**src/rtl/priority_encoder_serializer.sv**
```systemverilog
`timescale 1ns/1ps
// priority_encoder_serializer
//
// Captures an n-bit request vector and emits the binary index of every
// set bit, lowest index first, one index per send handshake. The final
// index of a captured vector is flagged with send_last.
//
// Ports
//   clk        in   rising-edge clock
//   reset      in   asynchronous, active-high reset
//   recv_val   in   upstream vector valid
//   recv_rdy   out  block can accept a vector (IDLE and not in reset)
//   recv_msg   in   [n-1:0] request vector, one request per set bit
//   send_val   out  encoded index valid
//   send_rdy   in   downstream ready
//   send_msg   out  [m-1:0] index of the lowest pending set bit
//   send_last  out  current index is the final one of the vector
//
// The send_* outputs are registered and are computed from the next state
// and next pending value, so they depend only on state and pending and
// present no combinational path from any input.

module priority_encoder_serializer #(
  parameter int m = 3,
  parameter int n = 1 << m
) (
  input  logic         clk,
  input  logic         reset,
  input  logic         recv_val,
  output logic         recv_rdy,
  input  logic [n-1:0] recv_msg,
  output logic         send_val,
  input  logic         send_rdy,
  output logic [m-1:0] send_msg,
  output logic         send_last
);

  typedef enum logic {
    IDLE = 1'b0,
    BUSY = 1'b1
  } state_t;

  state_t         state_r;
  state_t         state_nxt_s;
  logic [n-1:0]   pending_r;
  logic [n-1:0]   pending_nxt_s;
  logic           send_val_r;
  logic [m-1:0]   send_msg_r;
  logic           send_last_r;
  logic           send_val_nxt_s;
  logic [m-1:0]   send_msg_nxt_s;
  logic           send_last_nxt_s;
  logic           send_hs_s;

  // Index of the lowest-numbered set bit; zero for an all-zero vector.
  // Scanning from the top down lets the lowest set bit win.
  function automatic logic [m-1:0] lowest_index(input logic [n-1:0] vec);
    logic [m-1:0] idx;
    idx = {m{1'b0}};
    for (int i = n - 1; i >= 0; i--) begin
      if (vec[i]) begin
        idx = m'(i);
      end else begin
        idx = idx;
      end
    end
    return idx;
  endfunction

  // Vector with its lowest set bit removed.
  function automatic logic [n-1:0] clear_lowest(input logic [n-1:0] vec);
    return vec & (vec - {{(n-1){1'b0}}, 1'b1});
  endfunction

  // True when exactly one bit of the vector is set.
  function automatic logic is_single(input logic [n-1:0] vec);
    return (vec != {n{1'b0}}) && (clear_lowest(vec) == {n{1'b0}});
  endfunction

  assign send_hs_s = send_val_r & send_rdy;

  // Next-state, next-pending and next-output computation.
  always_comb begin
    state_nxt_s     = state_r;
    pending_nxt_s   = pending_r;
    send_val_nxt_s  = 1'b0;
    send_msg_nxt_s  = {m{1'b0}};
    send_last_nxt_s = 1'b0;

    case (state_r)
      IDLE: begin
        if (recv_val) begin
          // An all-zero vector is captured but produces no beat.
          pending_nxt_s = recv_msg;
          if (recv_msg != {n{1'b0}}) begin
            state_nxt_s = BUSY;
          end else begin
            state_nxt_s = IDLE;
          end
        end else begin
          state_nxt_s   = IDLE;
          pending_nxt_s = pending_r;
        end
      end
      BUSY: begin
        // recv_val/recv_msg are deliberately ignored here.
        if (send_hs_s) begin
          pending_nxt_s = clear_lowest(pending_r);
          if (is_single(pending_r)) begin
            state_nxt_s = IDLE;
          end else begin
            state_nxt_s = BUSY;
          end
        end else begin
          state_nxt_s   = BUSY;
          pending_nxt_s = pending_r;
        end
      end
      default: begin
        state_nxt_s   = IDLE;
        pending_nxt_s = {n{1'b0}};
      end
    endcase

    if (state_nxt_s == BUSY) begin
      send_val_nxt_s  = 1'b1;
      send_msg_nxt_s  = lowest_index(pending_nxt_s);
      send_last_nxt_s = is_single(pending_nxt_s);
    end else begin
      send_val_nxt_s  = 1'b0;
      send_msg_nxt_s  = {m{1'b0}};
      send_last_nxt_s = 1'b0;
    end
  end

  // FSM state, pending vector and registered send outputs.
  always_ff @(posedge clk or posedge reset) begin
    if (reset) begin
      state_r     <= IDLE;
      pending_r   <= {n{1'b0}};
      send_val_r  <= 1'b0;
      send_msg_r  <= {m{1'b0}};
      send_last_r <= 1'b0;
    end else begin
      state_r     <= state_nxt_s;
      pending_r   <= pending_nxt_s;
      send_val_r  <= send_val_nxt_s;
      send_msg_r  <= send_msg_nxt_s;
      send_last_r <= send_last_nxt_s;
    end
  end

  // recv_rdy is gated by reset so it reads 0 throughout reset and rises
  // as soon as reset is released, without waiting for a clock edge.
  assign recv_rdy  = (state_r == IDLE) & ~reset;
  assign send_val  = send_val_r;
  assign send_msg  = send_msg_r;
  assign send_last = send_last_r;

endmodule
```
**config.mk**
```make
export PLATFORM = sky130hd
export DESIGN_NAME = priority_encoder_serializer
export DESIGN_NICKNAME = d
export VERILOG_FILES = /design/src/rtl/priority_encoder_serializer.sv
export SDC_FILE = /design/constraint.sdc
export NUM_CORES = 1
export LEC_CHECK = 0
export ABC_CLOCK_PERIOD_IN_PS = 6700
export CORE_MARGIN = 2
export CORE_UTILIZATION = 53
export DETAILED_ROUTE_END_ITERATION = 8
export PLACE_DENSITY = 0.82
export SYNTH_ARGS = -nofsm -noshare
export SYNTH_HDL_FRONTEND = slang
export SYNTH_SLANG_ARGS = --single-unit
```
**constraint.sdc**
```tcl
create_clock -name clk -period 6.7 [get_ports clk]
set_input_delay 1.34 -clock clk [delete_from_list [all_inputs] [get_ports clk]]
set_output_delay 1.34 -clock clk [all_outputs]
set_load 0.05 [all_outputs]
```
# Word level (Yosys, flattened, before mapping)
# Cells that the tools add are included.
[word_totals] ff_bits=14 inputBits=12 output_inout_bits=6 elab_cells=39
[classes] n_addsub=2 muxes=19 bitwise=6 reduce_logical=7
[op_table] operator="2-to-1 mux 3 bit" count=9
[op_table] operator="nonzero test 8 bit" count=3
[op_table] operator="bitwise AND 8 bit" count=2
[op_table] operator="zero test 8 bit" count=2
[op_table] operator="2-to-1 mux 8 bit" count=2
[op_table] operator="case mux 8 bit (2 select lines)" count=1
[op_table] operator="subtractor 8 x 1 -> 8 bit, second input constant" count=2
[op_table] operator="2-to-1 mux 1 bit" count=6
[op_table] operator="bitwise AND 1 bit" count=2
[op_table] operator="logical AND 1 bit" count=2
[op_table] operator="inverter 1 bit" count=2
[op_table] operator="case mux 1 bit (2 select lines)" count=1

# Logic depth before layout (Yosys ltp)
[depth] ltp_word=13 mapped_depth=8 mapped_depth_nobuf=6

# Least setup slack after synthesis
# OpenSTA, ideal clock, no wires.
[synth_path] kind="input -> output" start="in reset" end="out recv_rdy" arrival_ns=1.985 t_required_ns=5.360 path_slack_ns=3.375 stages=1 path_buffers=0 path_cell_list="nor2_1"
[synth_via] elab_chain_len=2
[synth_lines] element="start, declared" line_no="28" rtl="input logic reset,"
[synth_lines] element="inverter 1 bit" line_no="155" rtl="assign recv_rdy = (state_r == IDLE) & ~reset;"
[synth_lines] element="bitwise AND 1 bit" line_no="155"
[synth_lines] element="end, declared" line_no="30" rtl="output logic recv_rdy,"
# Every way passes these cells.

# Worst setup path after layout
# Same ends and word-level chain as after synthesis.

==> metrics.txt <==
status=complete, no violations; post-synthesis register bit count=13; GRT Overall Usage=between 20% and 30%; CP Cell Sequence=clkdlybuf4s50_1 > nor2_1 > clkdlybuf4s50_1; Final nets=132; combinational power share=64.2%; Crit. End Element=output pin; VDD IR max=0.317 mV; final setup fails=0; Synthesized Nets=115; MaxCap Viol Count=0; Worst Reg2Reg Path Length in Cells=6; sequential share of power=27.2%; wire per inst=around 15 um; reg2reg start=send_val; Worst Path Required=5.36 ns; num rows=14; area share of the leading cell type in the synthesized netlist=between 30% and 40%; CTS Hold Buffers Added=0; max incr delay on CP=0.80 ns; Period minus WS final=3.99 ns; Crit path top cell by count=clkdlybuf4s50_1; die width=44.8 um; Max FO, Critical Path=2; CTS tree=yes; total congestion overflow=0; max frequency=roughly 250 MHz; Synth Warn #=0; num ports=18; Max Clock Skew=between 0.001 and 0.0015 ns; Yosys cell types=37; area of the core=1520 um2; Residual DRC=0; layout cells sized above 1=10.1%; endpoints failing hold=0; first-pass GRT wire length=3340 um; largest family of logic cells by synthesized area=simple AND/OR/NAND/NOR gates; starting density of the core=57.8%; Compound-Gate Fraction of Synth Area=24.3%; worst hold stages=2; reg-to-reg slack, setup=about 4.1 ns; gpl congestion=0.848; Clk pwr share=between 8 and 9%; vias in the first global route=780; Register Area=between 300 and 400 um2; First DRT Iteration DRCs=25; Crit Path Category=input pin to output pin; clk sink count=13; Lkg Pwr=approximately 0.45 nW; DP HPWL=1570 um; total number of vias=846; post-CTS sizing=0; PortBufs=17; DRT antenna net count=0; post-synthesis cell area=slightly below 900 um2; initial antenna violation count=0; synth top area cells=dfrtp_1 (37%), nand2_1 (5.1%), nor2_1 (4.3%); area of the die=2000 um2; adder-cell share of the synthesized area=0%; slew margin rel.=40.3%; number of vias per cell=6.27; final total power=0.557 mW; Net Sw Power=0.269 mW; pin count of the biggest net entering global routing=14; unrepaired setup endpoints after global routing=no; Die Y=~45 um; Power Internal=0.288 mW; worst-case clock buffer depth=2; final period utilization=59.5%; WP data arrival=2.65 ns; Tightest Pin Transition=a little under 0.9 ns; slowest stage cell, crit path=clkdlybuf4s50_1; WL final=a little over 2000 um; Post-Synth Simple-Gate Area=29.5%; xor and xnor area share after synthesis=0.994%; Area Growth Syn to Fin=20.7%; first drt pass iteration count=6; crit start category=input pin; Mapped Cells=103; Root Buffer Master=clkbuf_4; Synth area leader=dfrtp_1; # diodes=0; post-CTS setup buffer count=0; Seq/Total Area, Yosys=36.9%; Sum Neg Setup Slack=0 ns; Slew Viols, Final=0; Worst-path clk slew=about 0.07 ns; Switching Fraction=between 40% and 50%; worst skew pair latency=0.27 ns; Fill cells=between 100 and 150; Hold Crit Start=pending_r[4]; hold endpoint=pending_r[4]; Worst Hold Class=flip-flop to flip-flop; CTS Buf Count=3; Syn Area/Cell=between 8 and 9 um2; reg2reg end=send_last; post-synthesis mux area share=2.27%; H-tree levels=1; area occupied by multi-input gates=between 500 and 600 um2; power per cell area=524 nW/um2
[layout by cell type (no fill, tap or decap), types with 3 or more instances in the layout]
master,count
clkdlybuf4s50_1,17
nand3_1,6
a31oi_1,3
inv_1,4
nor2_1,10
a21oi_1,7
nand2_1,12
nor4_1,6
nor3_1,5
dfrtp_1,13
o21ai_0,3
clkbuf_4,3
[critical path: cells and delay by family]
kind                   cells  cell delay [ns]
buffers and inverters      2             1.22
AND/OR/NAND/NOR            1             0.09
[layout make-up]
| class | count | share of cell area [%] |
|---|---|---|
| sequential | 13 | 30.6 |
| timing repair buffer | 17 | 16.0 |
| inverter | 5 | 1.76 |
| clock buffer | 4 | 2.47 |
| multi-input combinational | 80 | 47.3 |
| tap | 16 | 1.88 |
[power groups by stage]
stage	combinational (mW)	sequential [mW]	clock, mW
2_1_floorplan	0.250	0.182	0
3_3_place_gp	0.348	0.151	0
3_5_place_dp	0.356	0.152	0
4_1_cts	0.357	0.151	0.0491
5_1_grt	0.392	0.157	0.0522
6_report	0.358	0.152	0.0478
[cell families after synthesis]
family / after synthesis
compound gates: 28
xor+xnor: 1
buf+inv: 10
flops: 13
mux: 2
simple gates: 49
[cell usage after synthesis, drive strengths merged]
| cell type | instances |
|---|---|
| a2111oi | 1 |
| a211oi | 3 |
| a21oi | 7 |
| a22o | 1 |
| a22oi | 1 |
| a31o | 1 |
| a31oi | 3 |
| and3b | 2 |
| buf | 2 |
| clkbuf | 3 |
| dfrtp | 13 |
| inv | 5 |
| mux2i | 2 |
| nand2 | 12 |
| nand2b | 1 |
| nand3 | 6 |
| nand3b | 1 |
| nand4bb | 1 |
| nor2 | 10 |
| nor2b | 1 |
| nor3 | 5 |
| nor4 | 6 |
| o21a | 1 |
| o21ai | 4 |
| o21bai | 1 |
| o22a | 2 |
| o22ai | 1 |
| o311a | 1 |
| o31a | 1 |
| or3 | 2 |
| or4 | 2 |
| xnor2 | 1 |
[metrics by stage]
stage               hold slack, ns  instances  util [%]  area [um2]  worst slack (ns)
finish                       0.688        135      69.8        1060              2.71
global route                 0.714        135      69.8        1060              2.66
CTS                          0.675        135      69.8        1060              2.70
detailed placement           0.664        131      68.1        1040              2.68
global placement             0.654        131      68.1        1040              2.72
floorplan                    0.583        103         -         881              3.38
[metal layers]
| metal | vias to the layer above | track usage (%) | routed length (um) |
|---|---|---|---|
| li1 | 420 | - | - |
| met1 | 390 | 30.5 | 883 |
| met2 | 31 | 36.2 | 1010 |
| met3 | 5 | 4.80 | 104 |
| met4 | 0 | 15.8 | 37 |
| met5 | - | 0 | 0 |
[how the worst max path moves through the flow]
stage | startpoint | end | cells past startpoint | slack (ns)
6_report | reset | recv_rdy | 3 | 2.71
5_1_grt | reset | recv_rdy | 3 | 2.66
4_1_cts | reset | recv_rdy | 3 | 2.70
3_5_place_dp | recv_val | send_last | 7 | 2.68
3_3_place_gp | reset | recv_rdy | 3 | 2.72
2_1_floorplan | reset | recv_rdy | 1 | 3.38
[registers in the layout (all words and copies together), names as in the netlist]
| signal | flops |
|---|---|
| pending_r | 8 |
| send_msg | 3 |
| send_last | 1 |
| send_val | 1 |
(Power assumes the default switching activity.)
